**src/rtl/spi_flash_pkg.sv**
```systemverilog
// spi_flash_pkg: shared constants and types for the SPI flash controller.
// Register map, FSM encoding and divider helpers.
package spi_flash_pkg;

   localparam int DIV_W = 16;

   localparam logic [7:0] ADDR_DATA8  = 8'h00;
   localparam logic [7:0] ADDR_STATUS = 8'h04;
   localparam logic [7:0] ADDR_CS     = 8'h08;
   localparam logic [7:0] ADDR_DIV    = 8'h0C;
   localparam logic [7:0] ADDR_DATA32 = 8'h10;

   localparam logic [2:0] ST_IDLE = 3'd0;
   localparam logic [2:0] ST_LOW  = 3'd1;
   localparam logic [2:0] ST_HIGH = 3'd2;
   localparam logic [2:0] ST_DONE = 3'd3;
   localparam logic [2:0] ST_ACK  = 3'd4;

   typedef struct packed {
      logic        word;
      logic [31:0] data;
   } xfer_t;

   function automatic logic [DIV_W-1:0] div_init(
      input int unsigned clk_hz,
      input int unsigned spi_hz
   );
      int unsigned d;
      d = clk_hz / (2 * spi_hz) - 1;
      return d[DIV_W-1:0];
   endfunction

endpackage

```
**src/rtl/spi_flash_ctrl_if.sv**
```systemverilog
// spi_flash_ctrl_if: level-held request / one-cycle done register bus.
// The bridge is the master, the SPI engine the slave.
interface spi_flash_ctrl_if;

   logic        ctrl_wr;
   logic        ctrl_rd;
   logic [7:0]  ctrl_addr;
   logic [31:0] ctrl_wdat;
   logic [31:0] ctrl_rdat;
   logic        ctrl_done;

   modport master (
      output ctrl_wr,
      output ctrl_rd,
      output ctrl_addr,
      output ctrl_wdat,
      input  ctrl_rdat,
      input  ctrl_done
   );

   modport slave (
      input  ctrl_wr,
      input  ctrl_rd,
      input  ctrl_addr,
      input  ctrl_wdat,
      output ctrl_rdat,
      output ctrl_done
   );

endinterface

```
**src/rtl/spi_shift_engine.sv**
```systemverilog
// spi_shift_engine: mode-0 MSB-first shifter with programmable half-period.
// Runs the LOW/HIGH phases of one 8- or 32-bit transfer per start pulse.
module spi_shift_engine
   import spi_flash_pkg::*;
(
   input  logic             clk,
   input  logic             reset,
   input  logic             start,
   input  xfer_t            req,
   input  logic [DIV_W-1:0] div,
   input  logic             miso,
   output logic             sclk,
   output logic             mosi,
   output logic             busy,
   output logic             fin,
   output logic [31:0]      rx
);

   logic [2:0]       phase;
   logic [DIV_W-1:0] cnt;
   logic [4:0]       bits;
   logic [31:0]      sh;
   logic             tick;

   assign tick = (cnt == div);
   assign busy = (phase != ST_IDLE);
   assign fin  = (phase == ST_HIGH) && tick && (bits == 5'd0);

   // mosi is the head of the tx shifter, so it moves only on load or fall
   assign mosi = sh[31];

   always_ff @(posedge clk or posedge reset) begin
      if (reset) begin
         phase <= ST_IDLE;
         cnt   <= '0;
         bits  <= '0;
         sh    <= '0;
         rx    <= '0;
         sclk  <= 1'b0;
      end else begin
         case (phase)
            ST_IDLE: begin
               if (start) begin
                  sh    <= req.word ? req.data
                                    : {req.data[7:0], 24'b0};
                  bits  <= req.word ? 5'd31 : 5'd7;
                  cnt   <= '0;
                  phase <= ST_LOW;
               end
            end
            ST_LOW: begin
               if (tick) begin
                  cnt   <= '0;
                  sclk  <= 1'b1;
                  rx    <= {rx[30:0], miso};
                  phase <= ST_HIGH;
               end else begin
                  cnt <= cnt + DIV_W'(1);
               end
            end
            ST_HIGH: begin
               if (tick) begin
                  cnt  <= '0;
                  sclk <= 1'b0;
                  if (bits == 5'd0) begin
                     phase <= ST_IDLE;
                  end else begin
                     bits  <= bits - 5'd1;
                     sh    <= {sh[30:0], 1'b0};
                     phase <= ST_LOW;
                  end
               end else begin
                  cnt <= cnt + DIV_W'(1);
               end
            end
            default: phase <= ST_IDLE;
         endcase
      end
   end

endmodule

```
**src/rtl/spi_flash_ctrl.sv**
```systemverilog
// spi_flash_ctrl: register-mapped SPI master behind the flash-write bridge.
// Decodes the register map and runs the request/done handshake.
module spi_flash_ctrl
   import spi_flash_pkg::*;
#(
   parameter int unsigned CLOCK_FREQ_HZ = 16000000,
   parameter int unsigned SPI_FREQ_HZ   = 1000000,
   parameter int unsigned CS_LENGTH     = 1
) (
   input  logic                 clk,
   input  logic                 reset,
   spi_flash_ctrl_if.slave      ctrl,
   output logic                 mosi,
   input  logic                 miso,
   output logic                 sclk,
   output logic [CS_LENGTH-1:0] cs
);

   localparam logic [DIV_W-1:0] DIV_RST =
      div_init(CLOCK_FREQ_HZ, SPI_FREQ_HZ);

   logic [2:0]           state;
   logic [DIV_W-1:0]     div_q;
   logic [CS_LENGTH-1:0] cs_q;
   logic                 hit_d8;
   logic                 hit_st;
   logic                 hit_cs;
   logic                 hit_div;
   logic                 hit_d32;
   logic                 start;
   logic                 busy;
   logic                 fin;
   logic [31:0]          rx;
   logic [31:0]          rd_mux;
   xfer_t                xfer;

   assign hit_d8  = (ctrl.ctrl_addr == ADDR_DATA8);
   assign hit_st  = (ctrl.ctrl_addr == ADDR_STATUS);
   assign hit_cs  = (ctrl.ctrl_addr == ADDR_CS);
   assign hit_div = (ctrl.ctrl_addr == ADDR_DIV);
   assign hit_d32 = (ctrl.ctrl_addr == ADDR_DATA32);

   // a write wins when both requests are up
   assign start = (state == ST_IDLE) && ctrl.ctrl_wr
                  && (hit_d8 || hit_d32);

   assign xfer = '{word: hit_d32, data: ctrl.ctrl_wdat};
   assign cs   = cs_q;

   always_comb begin
      rd_mux = '0;
      unique case (1'b1)
         hit_d8:  rd_mux = {24'b0, rx[7:0]};
         hit_st:  rd_mux = {31'b0, busy};
         hit_cs:  rd_mux = 32'(cs_q);
         hit_div: rd_mux = {{(32-DIV_W){1'b0}}, div_q};
         hit_d32: rd_mux = rx;
         default: rd_mux = '0;
      endcase
   end

   always_ff @(posedge clk or posedge reset) begin
      if (reset) begin
         state          <= ST_IDLE;
         div_q          <= DIV_RST;
         cs_q           <= '1;
         ctrl.ctrl_done <= 1'b0;
         ctrl.ctrl_rdat <= '0;
      end else begin
         ctrl.ctrl_done <= 1'b0;
         case (state)
            ST_IDLE: begin
               if (ctrl.ctrl_wr || ctrl.ctrl_rd) begin
                  if (start) begin
                     state <= ST_LOW;
                  end else begin
                     if (ctrl.ctrl_wr && hit_cs)
                        cs_q <= ctrl.ctrl_wdat[CS_LENGTH-1:0];
                     if (ctrl.ctrl_wr && hit_div)
                        div_q <= ctrl.ctrl_wdat[DIV_W-1:0];
                     ctrl.ctrl_rdat <= ctrl.ctrl_wr ? '0 : rd_mux;
                     ctrl.ctrl_done <= 1'b1;
                     state          <= ST_DONE;
                  end
               end
            end
            // the engine steps LOW/HIGH itself; wait for its final edge
            ST_LOW: begin
               if (fin) begin
                  ctrl.ctrl_rdat <= '0;
                  ctrl.ctrl_done <= 1'b1;
                  state          <= ST_DONE;
               end
            end
            ST_DONE: state <= ST_ACK;
            ST_ACK:  state <= ST_IDLE;
            default: state <= ST_IDLE;
         endcase
      end
   end

   spi_shift_engine u_eng (
      .clk   (clk),
      .reset (reset),
      .start (start),
      .req   (xfer),
      .div   (div_q),
      .miso  (miso),
      .sclk  (sclk),
      .mosi  (mosi),
      .busy  (busy),
      .fin   (fin),
      .rx    (rx)
   );

endmodule

```
**src/flat_wrapper.sv**
```systemverilog
// flat-port wrapper written by rule: the top's interface ports become plain ports
module spi_flash_ctrl_flat import spi_flash_pkg::*;
#(
   parameter int unsigned CLOCK_FREQ_HZ = 16000000,
   parameter int unsigned SPI_FREQ_HZ   = 1000000,
   parameter int unsigned CS_LENGTH     = 1
)
  (clk, reset, mosi, miso, sclk, cs, ctrl_ctrl_wr, ctrl_ctrl_rd, ctrl_ctrl_addr, ctrl_ctrl_wdat, ctrl_ctrl_rdat, ctrl_ctrl_done);
  spi_flash_ctrl_if ctrl_i ();
  input  logic clk;
  input  logic reset;
  output logic mosi;
  input  logic miso;
  output logic sclk;
  output logic [CS_LENGTH-1:0] cs;
  input wire logic [$bits(ctrl_i.ctrl_wr)-1:0] ctrl_ctrl_wr;
  input wire logic [$bits(ctrl_i.ctrl_rd)-1:0] ctrl_ctrl_rd;
  input wire logic [$bits(ctrl_i.ctrl_addr)-1:0] ctrl_ctrl_addr;
  input wire logic [$bits(ctrl_i.ctrl_wdat)-1:0] ctrl_ctrl_wdat;
  output wire logic [$bits(ctrl_i.ctrl_rdat)-1:0] ctrl_ctrl_rdat;
  output wire logic [$bits(ctrl_i.ctrl_done)-1:0] ctrl_ctrl_done;
  assign ctrl_i.ctrl_wr = ctrl_ctrl_wr;
  assign ctrl_i.ctrl_rd = ctrl_ctrl_rd;
  assign ctrl_i.ctrl_addr = ctrl_ctrl_addr;
  assign ctrl_i.ctrl_wdat = ctrl_ctrl_wdat;
  assign ctrl_ctrl_rdat = ctrl_i.ctrl_rdat;
  assign ctrl_ctrl_done = ctrl_i.ctrl_done;
  spi_flash_ctrl #(.CLOCK_FREQ_HZ(CLOCK_FREQ_HZ), .SPI_FREQ_HZ(SPI_FREQ_HZ), .CS_LENGTH(CS_LENGTH)) u_core (.clk(clk), .reset(reset), .ctrl(ctrl_i), .mosi(mosi), .miso(miso), .sclk(sclk), .cs(cs));
endmodule
```
**config.mk**
```make
export PLATFORM = sky130hd
export DESIGN_NAME = spi_flash_ctrl_flat
export DESIGN_NICKNAME = d
export VERILOG_FILES = /design/src/rtl/spi_flash_pkg.sv /design/src/rtl/spi_flash_ctrl_if.sv /design/src/rtl/spi_shift_engine.sv /design/src/rtl/spi_flash_ctrl.sv /design/src/flat_wrapper.sv
export SDC_FILE = /design/constraint.sdc
export NUM_CORES = 1
export LEC_CHECK = 0
export CAP_MARGIN = 20
export CORE_MARGIN = 5
export CORE_UTILIZATION = 30
export CTS_CLUSTER_SIZE = 20
export DETAILED_ROUTE_END_ITERATION = 10
export GPL_TIMING_DRIVEN = 1
export PLACE_DENSITY = 0.46
export SETUP_SLACK_MARGIN = 0.02
export SLEW_MARGIN = 20
export SYNTH_ARGS = -nofsm -noshare
export SYNTH_HDL_FRONTEND = slang
export SYNTH_SLANG_ARGS = --single-unit
export TNS_END_PERCENT = 50
```
**constraint.sdc**
```tcl
create_clock -name clk -period 6.1 [get_ports clk]
set_input_delay 1.22 -clock clk [delete_from_list [all_inputs] [get_ports clk]]
set_output_delay 1.22 -clock clk [all_outputs]
set_load 0.03 [all_outputs]
```
; ---- Word-level counts from Yosys, hierarchy flattened
; Cells that the tools add are included.
[totals]
inputBits = 45
register_bits = 142
elab_cells = 92
out_inout_bits = 36
[classes]
reduce_logical = 27
n_bitwise = 1
n_eq_ne = 16
add_sub_neg = 2
mux = 35
[ops]
columns = cell, n
row1 = 32-bit two-way mux, 8
row2 = 32-bit one-hot mux with 5 select lines, 1
row3 = 32-bit one-hot mux with 2 select lines, 2
row4 = 16-bit two-way mux, 2
row5 = 16-bit one-hot mux with 2 select lines, 1
row6 = 5-bit two-way mux, 4
row7 = 3-bit one-hot mux with 3 select lines, 2
row8 = "16-bit by 1-bit adder with 16-bit output, second input constant", 1
row9 = 16-bit == test, 1
row10 = "8-bit by 4-bit == test with 1-bit output, second input constant", 2
row11 = 4-bit AND reduction, 4
row12 = 3-bit two-way mux, 5
row13 = "2-bit != test, second input constant", 5
row14 = 5-bit one-hot mux with 2 select lines, 1
row15 = "8-bit by 3-bit == test with 1-bit output, second input constant", 1
row16 = "8-bit by 5-bit == test with 1-bit output, second input constant", 1
row17 = 8-bit zero test, 1
row18 = 2-bit nonzero test, 4
row19 = "3-bit by 1-bit == test with 1-bit output, second input constant", 2
row20 = "3-bit by 2-bit == test with 1-bit output, second input constant", 2
row21 = 1-bit logical AND, 6
row22 = 3-bit zero test, 2
row23 = 1-bit two-way mux, 6
row24 = 2-bit AND reduction, 3
row25 = other kinds (10), 14

; ---- Logic depth before layout (Yosys ltp)
; Gate-level depths: netlist of the first run.
[depth]
word_depth = 6
ltp_mapped = 9
ltp_nobuf = 7

; ---- By module
; Synthesis of the first run repeated with hierarchy kept, for this count alone.
[unflattened]
hier_cells = 726
hier_area_um2 = 7544.7
[by_module_without_submodules]
columns = mod, seq_area_each_um2, area_per_inst_um2, n_inst, cells_per_inst
row1 = spi_shift_engine, 2202.1, 5109.9, 1, 533
row2 = spi_flash_ctrl, 1331.3, 2434.8, 1, 193

; ---- Worst setup path before layout of the first run
; OpenSTA, ideal clock, no wires.
[synth_path]
path_kind = input to register
start = in ctrl_ctrl_addr[3]
end = reg u_core.u_eng.sh[10]
stages = 8
n_path_buf = 3
arrival_ns = 3.111
slack_ns = 2.864
t_required_ns = 5.975
setup_ns = 0.125
path_cell_list = or4_4 buf_6 o41a_1 buf_6 nor2_8 a31oi_4 buf_6 mux2_4
[synth_via]
elab_chain_len = 5
word_cells_on_any_way = 9
cone_classes = eq/ne: 2 / mux: 3 / reduce/logical: 4
[synth_rtl]
columns = item, line_no
row1 = from (decl), flat_wrapper.sv:18  ; input wire logic [$bits(ctrl_i.ctrl_addr)-1:0] ctrl_ctrl_addr;
row2 = 8-bit by 5-bit == test with 1-bit output or 8-bit zero test (tied branches), "spi_flash_ctrl.sv:41, spi_flash_ctrl.sv:37"
row3 = 1-bit logical OR, spi_flash_ctrl.sv:45  ; && (hit_d8 || hit_d32);
row4 = 1-bit logical AND, spi_flash_ctrl.sv:45
row5 = 2-bit by 1-bit != test with 1-bit output (no source line), n/a
row6 = 4-bit AND reduction (no source line), n/a
row7 = to (signal assigned), spi_shift_engine.sv:44  ; sh <= req.word ? req.data
row8 = to (signal assigned), spi_shift_engine.sv:69  ; sh <= {sh[30:0], 1'b0};
row9 = to (decl), spi_shift_engine.sv:22  ; logic [31:0] sh;
; Parallel ways exist; a longest one is shown, timed or not. The select of a mux whose other input is x is not followed.
; A chain may end at the register's enable or synchronous reset.

; ---- Final worst setup path of the first run
[layout_path]
start = in ctrl_ctrl_addr[5]
end = reg u_core.u_eng.sh[16]
; Same word-level chain as after synthesis.

==> impl_metrics.ini, run 1 <==
[power]
ir_drop_mv = 0.1850
p_leak_nw = 3.852
power.density_nw_per_um2 = 364.0

[timing]
fin_crit_sh_pct = 64.07
slew_violations = 0
rsz0062_at_grt = no
worst_slew_pin_slew_ps = 995.5
finalSetupViolations = 0
timing.fmax_mhz = 255.9
hold_viol = 0
finalCriticalPeriod_ps = 3908
setup_tns_ps = 0
fin_worst_skew_ps = 11.54
relSlewSlack_pct = 33.56

[global_route]
antenna_found_initial = 0
grt_max_degree = 103
grt_overflow_total = 0
grt_pass1_wl_um = 26780
grt_usage_pct = 13.02
grt_pass1_vias = 4959

[clock_tree]
clkTransAtPathRegs_ps = 70
clock-sinks = 141
cts_setup_buffers = 0
cts_root_buffer = clkbuf_16
cts_tree = done
cts.path.max_buffers = 2
clk_latency_ps = 430
postCtsResizedCells = 0
h-tree-depth = 4
ctsHoldBuffers = 0
numCtsBuffers = 17

[die]
core_area_um2 = 22570
io_pins = 81
die_area_um2 = 25980
fp.dieH_um = 161.2
rows = 55
fp.dieW_um = 161.2
initial_core_util_pct = 30.38

[layout]
fin_nets = 665
stdcell_count = 910
area_delta_synth_final_pct = 23.27
fill_cells = 2197
stdcell_area_um2 = 8452
drive_gt1_share_pct = 23.68
antenna_cells = 0

[synth]
syn_nets = 592
ys_warn_count = 0
syn_area_um2 = 6857
netlist-cell-type-count = 61
synthCells = 539
synthFlopType = dfrtp_1
synth_seq_cells = 141
synth_edf_count = 0
syn_avg_cell_area_um2 = 12.72
ys_async_sr_fraction_pct = 100.0
seq_area_frac_synth_pct = 51.53

[detailed_routing]
drt_pass1_iterations = 4
drc = 0
drt-wirelength-per-cell_um = 17.87
first_iter_violations = 203
vias_per_cell = 5.088
vias = 4630
drtAntennaViolNets = 0
drt_wl_total_um = 16260

[worst_setup_path]
arrival_ps = 4280
worstPathCellList = clkdlybuf4s50_1, or4_4, or3b_1, nor2_2, a22o_1, mux2_4
r2r_cells = 7
crit_slowest_cell = nor2_2
worstSetupPathDepth = 6
path_buf_inv = 1
timing_worst_setup_path_type = input port to flop
cp_top_family = simple AND/OR/NAND/NOR gates
critPathCaptureType = flop
worst_ep_required_time_ps = 6470
worst_setup_path_start_kind = input port
cpPeakStageDelay_ps = 890
cp_max_fo = 23

[run_status]
status = complete, no violations

[worst_hold_path]
hold_class = flop to flop
hold_path_depth = 1

[placed_design]
port_buffers = 80
post_dp_cell_area_um2 = 7889
dp_hpwl_um = 11340
globalplace.congestion = 0.8185
dp.cells = 878

[job]
maxCapViolCount = 0
==> per-stage QoR <==
stage	utilization (%)	hold WS, ps	worst slack (ps)	total power, mW
floorplan	-	451.0	1105	1.876
global placement	34.95	476.6	1799	2.074
detailed placement	34.95	479.3	1743	2.101
CTS	37.44	496.6	2200	3.115
global route	37.44	514.2	2064	3.244
finish	37.44	495.1	2192	3.076
==> cell families after synthesis <==
group | after synthesis | share of synthesized area [%]
xor gates and xnor gates | 26 | 3.321
and+or+nand+nor | 105 | 9.179
DFF | 141 | 51.53
muxes | 100 | 17.72
AOI/OAI and AO/OA | 115 | 13.47
buffers and inverters | 44 | 3.321
adders and majority gates | 8 | 1.460
==> cells in the mapped netlist, types with 2 or more instances <==
library cell	count	area (um2)
a211oi_1	3	22.52
a21o_1	2	15.01
a21oi_1	8	40.04
a22o_1	47	411.6
a22oi_1	7	52.55
a31oi_1	2	12.51
and2_1	3	18.77
and3_1	7	43.79
and4_1	2	17.52
buf_1	6	22.52
buf_2	2	10.01
buf_4	6	45.04
buf_6	5	56.30
clkbuf_1	15	56.30
dfrtp_1	137	3428
dfstp_2	4	105.1
ha_1	8	100.1
inv_1	10	37.54
mux2_2	63	709.4
mux2_4	27	405.4
mux2i_1	10	100.1
nand2_1	18	67.56
nand2b_1	3	18.77
nand3_1	4	20.02
nand3b_1	2	15.01
nand4_1	9	56.30
nor2_1	24	90.09
nor2b_1	2	12.51
nor3_1	7	35.03
nor3_4	2	32.53
nor3b_1	3	22.52
nor4_1	2	12.51
nor4b_1	3	26.28
o2111ai_1	5	43.79
o211ai_1	3	22.52
o21ai_0	18	90.09
o2bb2ai_1	8	70.07
o31ai_1	2	15.01
or3_1	4	25.02
xnor2_1	16	140.1
xor2_1	10	87.58
==> layer usage <==
metal | GRT usage [%] | vias to the layer above | share of wire, %
li1 | - | 2160 | -
met1 | 17.72 | 2344 | 49
met2 | 20.20 | 105 | 46
met3 | 3.904 | 21 | 3.9
met4 | 3.722 | 0 | 1.0
met5 | 0 | - | 0
==> path summary, 6_finish.rpt <==
kind                                             endpoint                 start  slack, ps
min in group asynchronous       u_core.ctrl.ctrl_rdat[15]                 reset       1370
max in group asynchronous                 u_core.div_q[1]                 reset       3610
worst max register to register        u_core.u_eng.sh[29]  u_core.u_eng.bits[0]       3130
worst min-delay path                      u_core.state[2]       u_core.state[2]        500
worst min register to register            u_core.state[2]       u_core.state[2]        500
worst max-delay path                  u_core.u_eng.sh[16]     ctrl_ctrl_addr[5]       2190
==> sequential cells by signal, indices dropped and copies added (netlist names) <==
register / flops
u_core.u_eng.bits: 5
u_core.cs: 1
u_core.ctrl.ctrl_rdat: 32
u_core.ctrl.ctrl_done: 1
u_core.u_eng.rx: 32
u_core.u_eng.cnt: 16
u_core.u_eng.sh: 32
u_core.div_q: 16
u_core.u_eng.sclk: 1
u_core.u_eng.phase: 2
u_core.state: 3
==> area by class of cell <==
class                   count  area, um2  share of cell area (%)
clock buffers              18      439.2                   5.196
clock inverters            14      123.9                   1.466
inverters                  10      42.54                  0.5033
multi-input cells         354       3095                   36.62
flip-flops and latches    141       3533                   41.81
well taps                 285      356.6                   4.219
repair buffers             88      860.8                   10.19
==> cells in the final DEF (no fill, tap or decap), types with 10 or more instances in the layout <==
| cell | n |
|---|---|
| clkdlybuf4s50_1 | 80 |
| mux2_2 | 63 |
| xor2_1 | 10 |
| nand2_1 | 18 |
| clkbuf_16 | 17 |
| o21ai_0 | 18 |
| dfrtp_1 | 137 |
| nor2_1 | 24 |
| mux2_4 | 27 |
| xnor2_1 | 16 |
| a22o_1 | 47 |
| mux2i_1 | 10 |
==> where the power goes <==
group | switching, mW | internal [mW]
sequential | 0.0916 | 1.04
clock | 0.450 | 0.545
combinational | 0.564 | 0.388
total | 1.11 | 1.97
Power figures use the tool's default switching activity.
==> run 2, diff against run 1 <==
Settings changed: PLACE_DENSITY 0.46 to 0.48.
Clock period 6.1 ns to 3.55 ns, I/O delays scaled along.
==> impl_metrics.ini, run 2 (synthesis gave the netlist of run 1 again) <==
[timing]
finalSetupViolations = 0
fin_worst_skew_ps = 10.58
rsz0062_at_grt = no
relSlewSlack_pct = 43.28
finalCriticalPeriod_ps = 3104
timing.fmax_mhz = 322.2
hold_viol = 0
worst_slew_pin_slew_ps = 850.8
fin_crit_sh_pct = 87.43
slew_violations = 0
setup_tns_ps = 0

[clock_tree]
cts_setup_buffers = 0
clk_latency_ps = 420
ctsHoldBuffers = 0
postCtsResizedCells = 0
cts.path.max_buffers = 2
cts_tree = done
clkTransAtPathRegs_ps = 60
numCtsBuffers = 17
cts_root_buffer = clkbuf_16
clock-sinks = 141
h-tree-depth = 4

[die]
initial_core_util_pct = 30.38
core_area_um2 = 22570
fp.dieW_um = 161.2
rows = 55
io_pins = 81
die_area_um2 = 25980
fp.dieH_um = 161.2

[worst_hold_path]
hold_class = flop to flop
hp-start = u_core.u_eng.sh[0]

[global_route]
grt_pass1_vias = 4964
grt_pass1_wl_um = 26920
grt_max_degree = 94
antenna_found_initial = 0
grt_overflow_total = 0
grt_usage_pct = 12.93

[worst_setup_path]
timing.rr.start = u_core.u_eng.bits[0]
crit_slowest_cell = a31oi_4
critPathCaptureType = flop
cp_max_fo = 18
crit_path_start = u_core.u_eng.bits[0]
worstPathCellList = inv_1, ha_1, or4b_2, and2_1, a31oi_4, buf_12, mux2_2
arrival_ps = 3410
rrSetupSlack_ps = 450
timing_worst_setup_path_type = flop to flop
worst_ep_required_time_ps = 3850
cpPeakStageDelay_ps = 730
worst_setup_path_start_kind = flop

[job]
maxCapViolCount = 0

[layout]
regArea_um2 = 3533
final_cell_mix = 137 x dfrtp_1, 80 x clkdlybuf4s50_1, 63 x mux2_2, 47 x a22o_1, 27 x mux2_4
fin_nets = 676
fill_cells = 2175
area_delta_synth_final_pct = 25.46
final_common_cell = dfrtp_1
multiInputGateArea_um2 = 3095
top_regs = u_core.ctrl.ctrl_rdat x32, u_core.u_eng.rx x32, u_core.u_eng.sh x32
antenna_cells = 0
drive_gt1_share_pct = 24.69

[placed_design]
dp_hpwl_um = 11480
globalplace.congestion = 0.8135
port_buffers = 80

[run_status]
status = complete, no violations

[detailed_routing]
vias_per_cell = 5.027
first_iter_violations = 242
drt_pass1_iterations = 4
drt-wirelength-per-cell_um = 17.40
drt_wl_total_um = 16030
vias = 4630
drtAntennaViolNets = 0
drc = 0

[power]
total_power_mw = 5.438
ir_drop_mv = 0.3251
power.density_nw_per_um2 = 632.2
p_leak_nw = 3.941
-- run 2: changes by cell type in the layout (fill, tap and decap cells not counted), moves of 2 or more --
cell	previous run	this run
buf_12	0	2
inv_8	2	0
bufinv_16	0	3
buf_4	8	17
inv_6	7	3
clkbuf_1	0	2
clkinv_2	0	2
-- run 2: layout make-up --
type,instances,share of cell area (%)
Clock inverter,12,1.862
Inverter,10,0.4800
Clock buffer,20,5.193
Timing Repair Buffer,99,11.26
Multi-Input combinational cell,354,35.99
Tap cell,285,4.145
Sequential cell,141,41.08
-- run 2: routing by layer --
layer / vias up / global-route usage, % / part of all wire [%]
li1: 2172 / - / -
met1: 2324 / 17.76 / 48
met2: 110 / 19.80 / 46
met3: 24 / 3.164 / 4.2
met4: 0 / 4.886 / 1.9
met5: - / 0 / 0
-- run 2: metrics by stage --
stage	setup slack, ps	util (%)	area [um2]	std cells	hold slack (ps)
2_1_floorplan	823.5	-	6860	539	451.0
3_3_place_gp	212.8	35.42	7995	889	479.5
3_5_place_dp	160.3	35.42	7995	889	489.6
4_1_cts	446.4	38.11	8602	921	502.7
5_1_grt	330.5	38.11	8602	921	517.2
6_report	446.4	38.11	8602	921	493.0
-- run 2: critical path: cells and delay by family, from the launching register on --
kind / cells / cell delay (ps)
compound gates: 1 / 730
fa+ha+maj: 1 / 170
buf+inv: 2 / 380
flops: 1 / 400
mux: 1 / 350
simple gates: 2 / 940
-- run 2: path summary, 6_finish.rpt --
path	to	cells past startpoint
worst max-delay path	u_core.u_eng.sh[27]	7
worst min-delay path	u_core.u_eng.sh[0]	1
worst max register to register	u_core.u_eng.sh[27]	7
worst min register to register	u_core.u_eng.sh[0]	1
max in group asynchronous	u_core.u_eng.rx[11]	3
min in group asynchronous	u_core.ctrl.ctrl_rdat[0]	3
-- run 2: power by group --
group / total [mW] / internal (mW) / switching, mW / leakage [nW]
clock network: 1.82 / 1.13 / 0.694 / 0.295
registers: 1.94 / 1.78 / 0.156 / 1.90
logic: 1.67 / 0.722 / 0.952 / 1.75
total: 5.44 / 3.64 / 1.80 / 3.94
==> run 3, diff against run 2 <==
Settings changed: ABC_AREA set to 1, CORE_ASPECT_RATIO set to 2, PLACE_DENSITY 0.48 to 0.47.
==> impl_metrics.ini, run 3 <==
[run_status]
status = complete, no violations

[synth]
seq_area_frac_synth_pct = 47.53
synthAdderAreaFrac_pct = 1.346
ys_async_sr_fraction_pct = 100.0
synth_seq_cells = 141
synthFlopType = dfrtp_1
netlist-cell-type-count = 31
syn_nets = 1063
synth_simple_gate_area_share_pct = 35.80
synth_top_area_share_pct = 46.11
synth_xor_area_share_pct = 0.8246
synth_area_leader_cell = dfrtp_1
syn_avg_cell_area_um2 = 7.361
yosys-top-cells-area = dfrtp_1 46%, nand2_1 21%, inv_1 4.8%
synth_mux_area_share_pct = 0
synth_top_family_by_area = simple AND/OR/NAND/NOR gates
synthCells = 1010
synthMostInstantiatedCell = nand2_1
syn_area_um2 = 7435
synth-compound-area-share_pct = 5.756
synth_edf_count = 0
synthTopCellsByCount = 409 x nand2_1, 137 x dfrtp_1, 95 x inv_1
ys_warn_count = 0

[detailed_routing]
drc = 0
drt_wl_total_um = 22080
drt-wirelength-per-cell_um = 15.50
drtAntennaViolNets = 0
vias_per_cell = 4.691
m1WireLength_um = 8449
top_layer_used = met4
first_iter_violations = 363
drt_pass1_iterations = 4
wl_met2_um = 12130
vias = 6680
met3WireLength_um = 671

[layout]
top_regs = u_core.ctrl.ctrl_rdat x32, u_core.u_eng.rx x32, u_core.u_eng.sh x32
antenna_cells = 0
final_cell_mix = 409 x nand2_1, 137 x dfrtp_1, 94 x inv_1, 80 x clkdlybuf4s50_1, 62 x nand3_1
drive_gt1_share_pct = 7.326
area_delta_synth_final_pct = 25.06
final_common_cell = nand2_1
fin_nets = 1132

[die]
core_area_um2 = 24420
fp.dieH_um = 232.6
die_area_um2 = 28220
fp.dieW_um = 121.3
io_pins = 81
initial_core_util_pct = 30.44
rows = 81

[power]
ir_drop_mv = 0.3931
switchingPower_mw = 2.198
swShare_pct = 37.46
power.density_nw_per_um2 = 631.2
cellInternalPower_mw = 3.670
p_comb_share_pct = 30.7
p_leak_nw = 4.580
power.share.clock_pct = 36.4
p_seq_share_pct = 32.9

[timing]
fin_worst_skew_ps = 8.465
relSlewSlack_pct = 37.19
timing.fmax_mhz = 364.2
fin_crit_sh_pct = 77.34
slew_violations = 0
finalCriticalPeriod_ps = 2746
rsz0062_at_grt = no
setup_tns_ps = 0
finalSetupViolations = 0
whs_ps = 469.7
worst_slew_pin_slew_ps = 942.1
hold_viol = 0

[global_route]
grt_overflow_total = 0
grt_pass1_wl_um = 35950
antenna_found_initial = 0
grt_max_degree = 89
grt_usage_pct = 16.42
grt_pass1_vias = 6853

[worst_setup_path]
worst_ep_required_time_ps = 3920
crit_path_start = u_core.u_eng.phase[0]
cp_max_fo = 34
r2r_cells = 10
worst_setup_path_start_kind = flop
timing_worst_setup_path_type = flop to flop
critPathCaptureType = flop
arrival_ps = 3120
timing.rr.start = u_core.u_eng.phase[0]

[placed_design]
globalplace.congestion = 0.8898
port_buffers = 80
dp_hpwl_um = 16010

[clock_tree]
cts.path.max_buffers = 2
numCtsBuffers = 17
cts_tree = done
cts_setup_buffers = 0
cts_root_buffer = clkbuf_16
postCtsResizedCells = 0
clock-sinks = 141
clkTransAtPathRegs_ps = 60
h-tree-depth = 4
clk_latency_ps = 430
ctsHoldBuffers = 0

[worst_hold_path]
hold_path_depth = 2
hp-start = u_core.u_eng.sh[3]
hold_class = flop to flop

[job]
maxCapViolCount = 0
[run 3: metrics by stage]
| step | power (mW) | utilization [%] | worst slack [ps] | std cells | cell area (um2) |
|---|---|---|---|---|---|
| after CTS | 5.963 | 38.07 | 760.9 | 1424 | 9298 |
| after detailed placement | 3.784 | 35.19 | 607.7 | 1392 | 8594 |
| final | 5.869 | 38.07 | 804.3 | 1424 | 9298 |
| after global routing | 6.230 | 38.07 | 447.4 | 1424 | 9298 |
| after floorplan | 3.261 | - | 1080 | 1010 | 7438 |
| after global placement | 3.788 | 35.19 | 597.7 | 1392 | 8594 |
[run 3: kinds of logic (layout without fill, tap and decap cells)]
kind of cell | after synthesis | in the layout
AO/OA/AOI/OAI | 80 | 80
XOR/XNOR | 7 | 7
AND/OR/NAND/NOR | 618 | 618
buffers and inverters | 156 | 238
adder cells (fa/ha/maj) | 8 | 8
flip-flops | 141 | 141
[run 3: final timing paths]
kind,slack (ps),end
worst max-delay path,800,u_core.ctrl.ctrl_rdat[0]
worst max register to register,800,u_core.ctrl.ctrl_rdat[0]
worst min-delay path,470,u_core.u_eng.sh[3]
min in group asynchronous,720,u_core.u_eng.sh[4]
max in group asynchronous,2370,u_core.u_eng.rx[20]
worst min register to register,470,u_core.u_eng.sh[3]
[run 3: layout make-up]
class / count / area [um2]
fill: 2576 / 15130
sequential: 141 / 3533
multi-input combinational: 713 / 3259
timing repair buffer: 99 / 980.9
clock buffer: 18 / 439.2
tap: 332 / 415.4
inverter: 107 / 405.4
clock inverter: 14 / 264.0
[run 3: layer usage]
metal  up-vias  global-route usage [%]
li1       3351                       -
met1      3151                   17.37
met2       135                   30.68
met3        43                   2.408
met4         0                   8.731
met5         -                       0
[run 3: worst max-delay path: stages, from the launching register on]
cell,delay [ps]
dfrtp_1,430
inv_1,100
ha_1,170
buf_4,230
clkinv_1,300
nor2_1,250
nand4_2,110
buf_4,280
nand2_2,550
nand2_1,130
nand2_1,90
[run 3: power groups by stage]
stage | registers (mW) | clock network, mW | logic, mW
3_3_place_gp | 1.96 | 0 | 1.83
2_1_floorplan | 1.95 | 0 | 1.31
6_report | 1.93 | 2.14 | 1.80
4_1_cts | 1.93 | 2.20 | 1.83
3_5_place_dp | 1.96 | 0 | 1.82
5_1_grt | 1.96 | 2.26 | 2.01
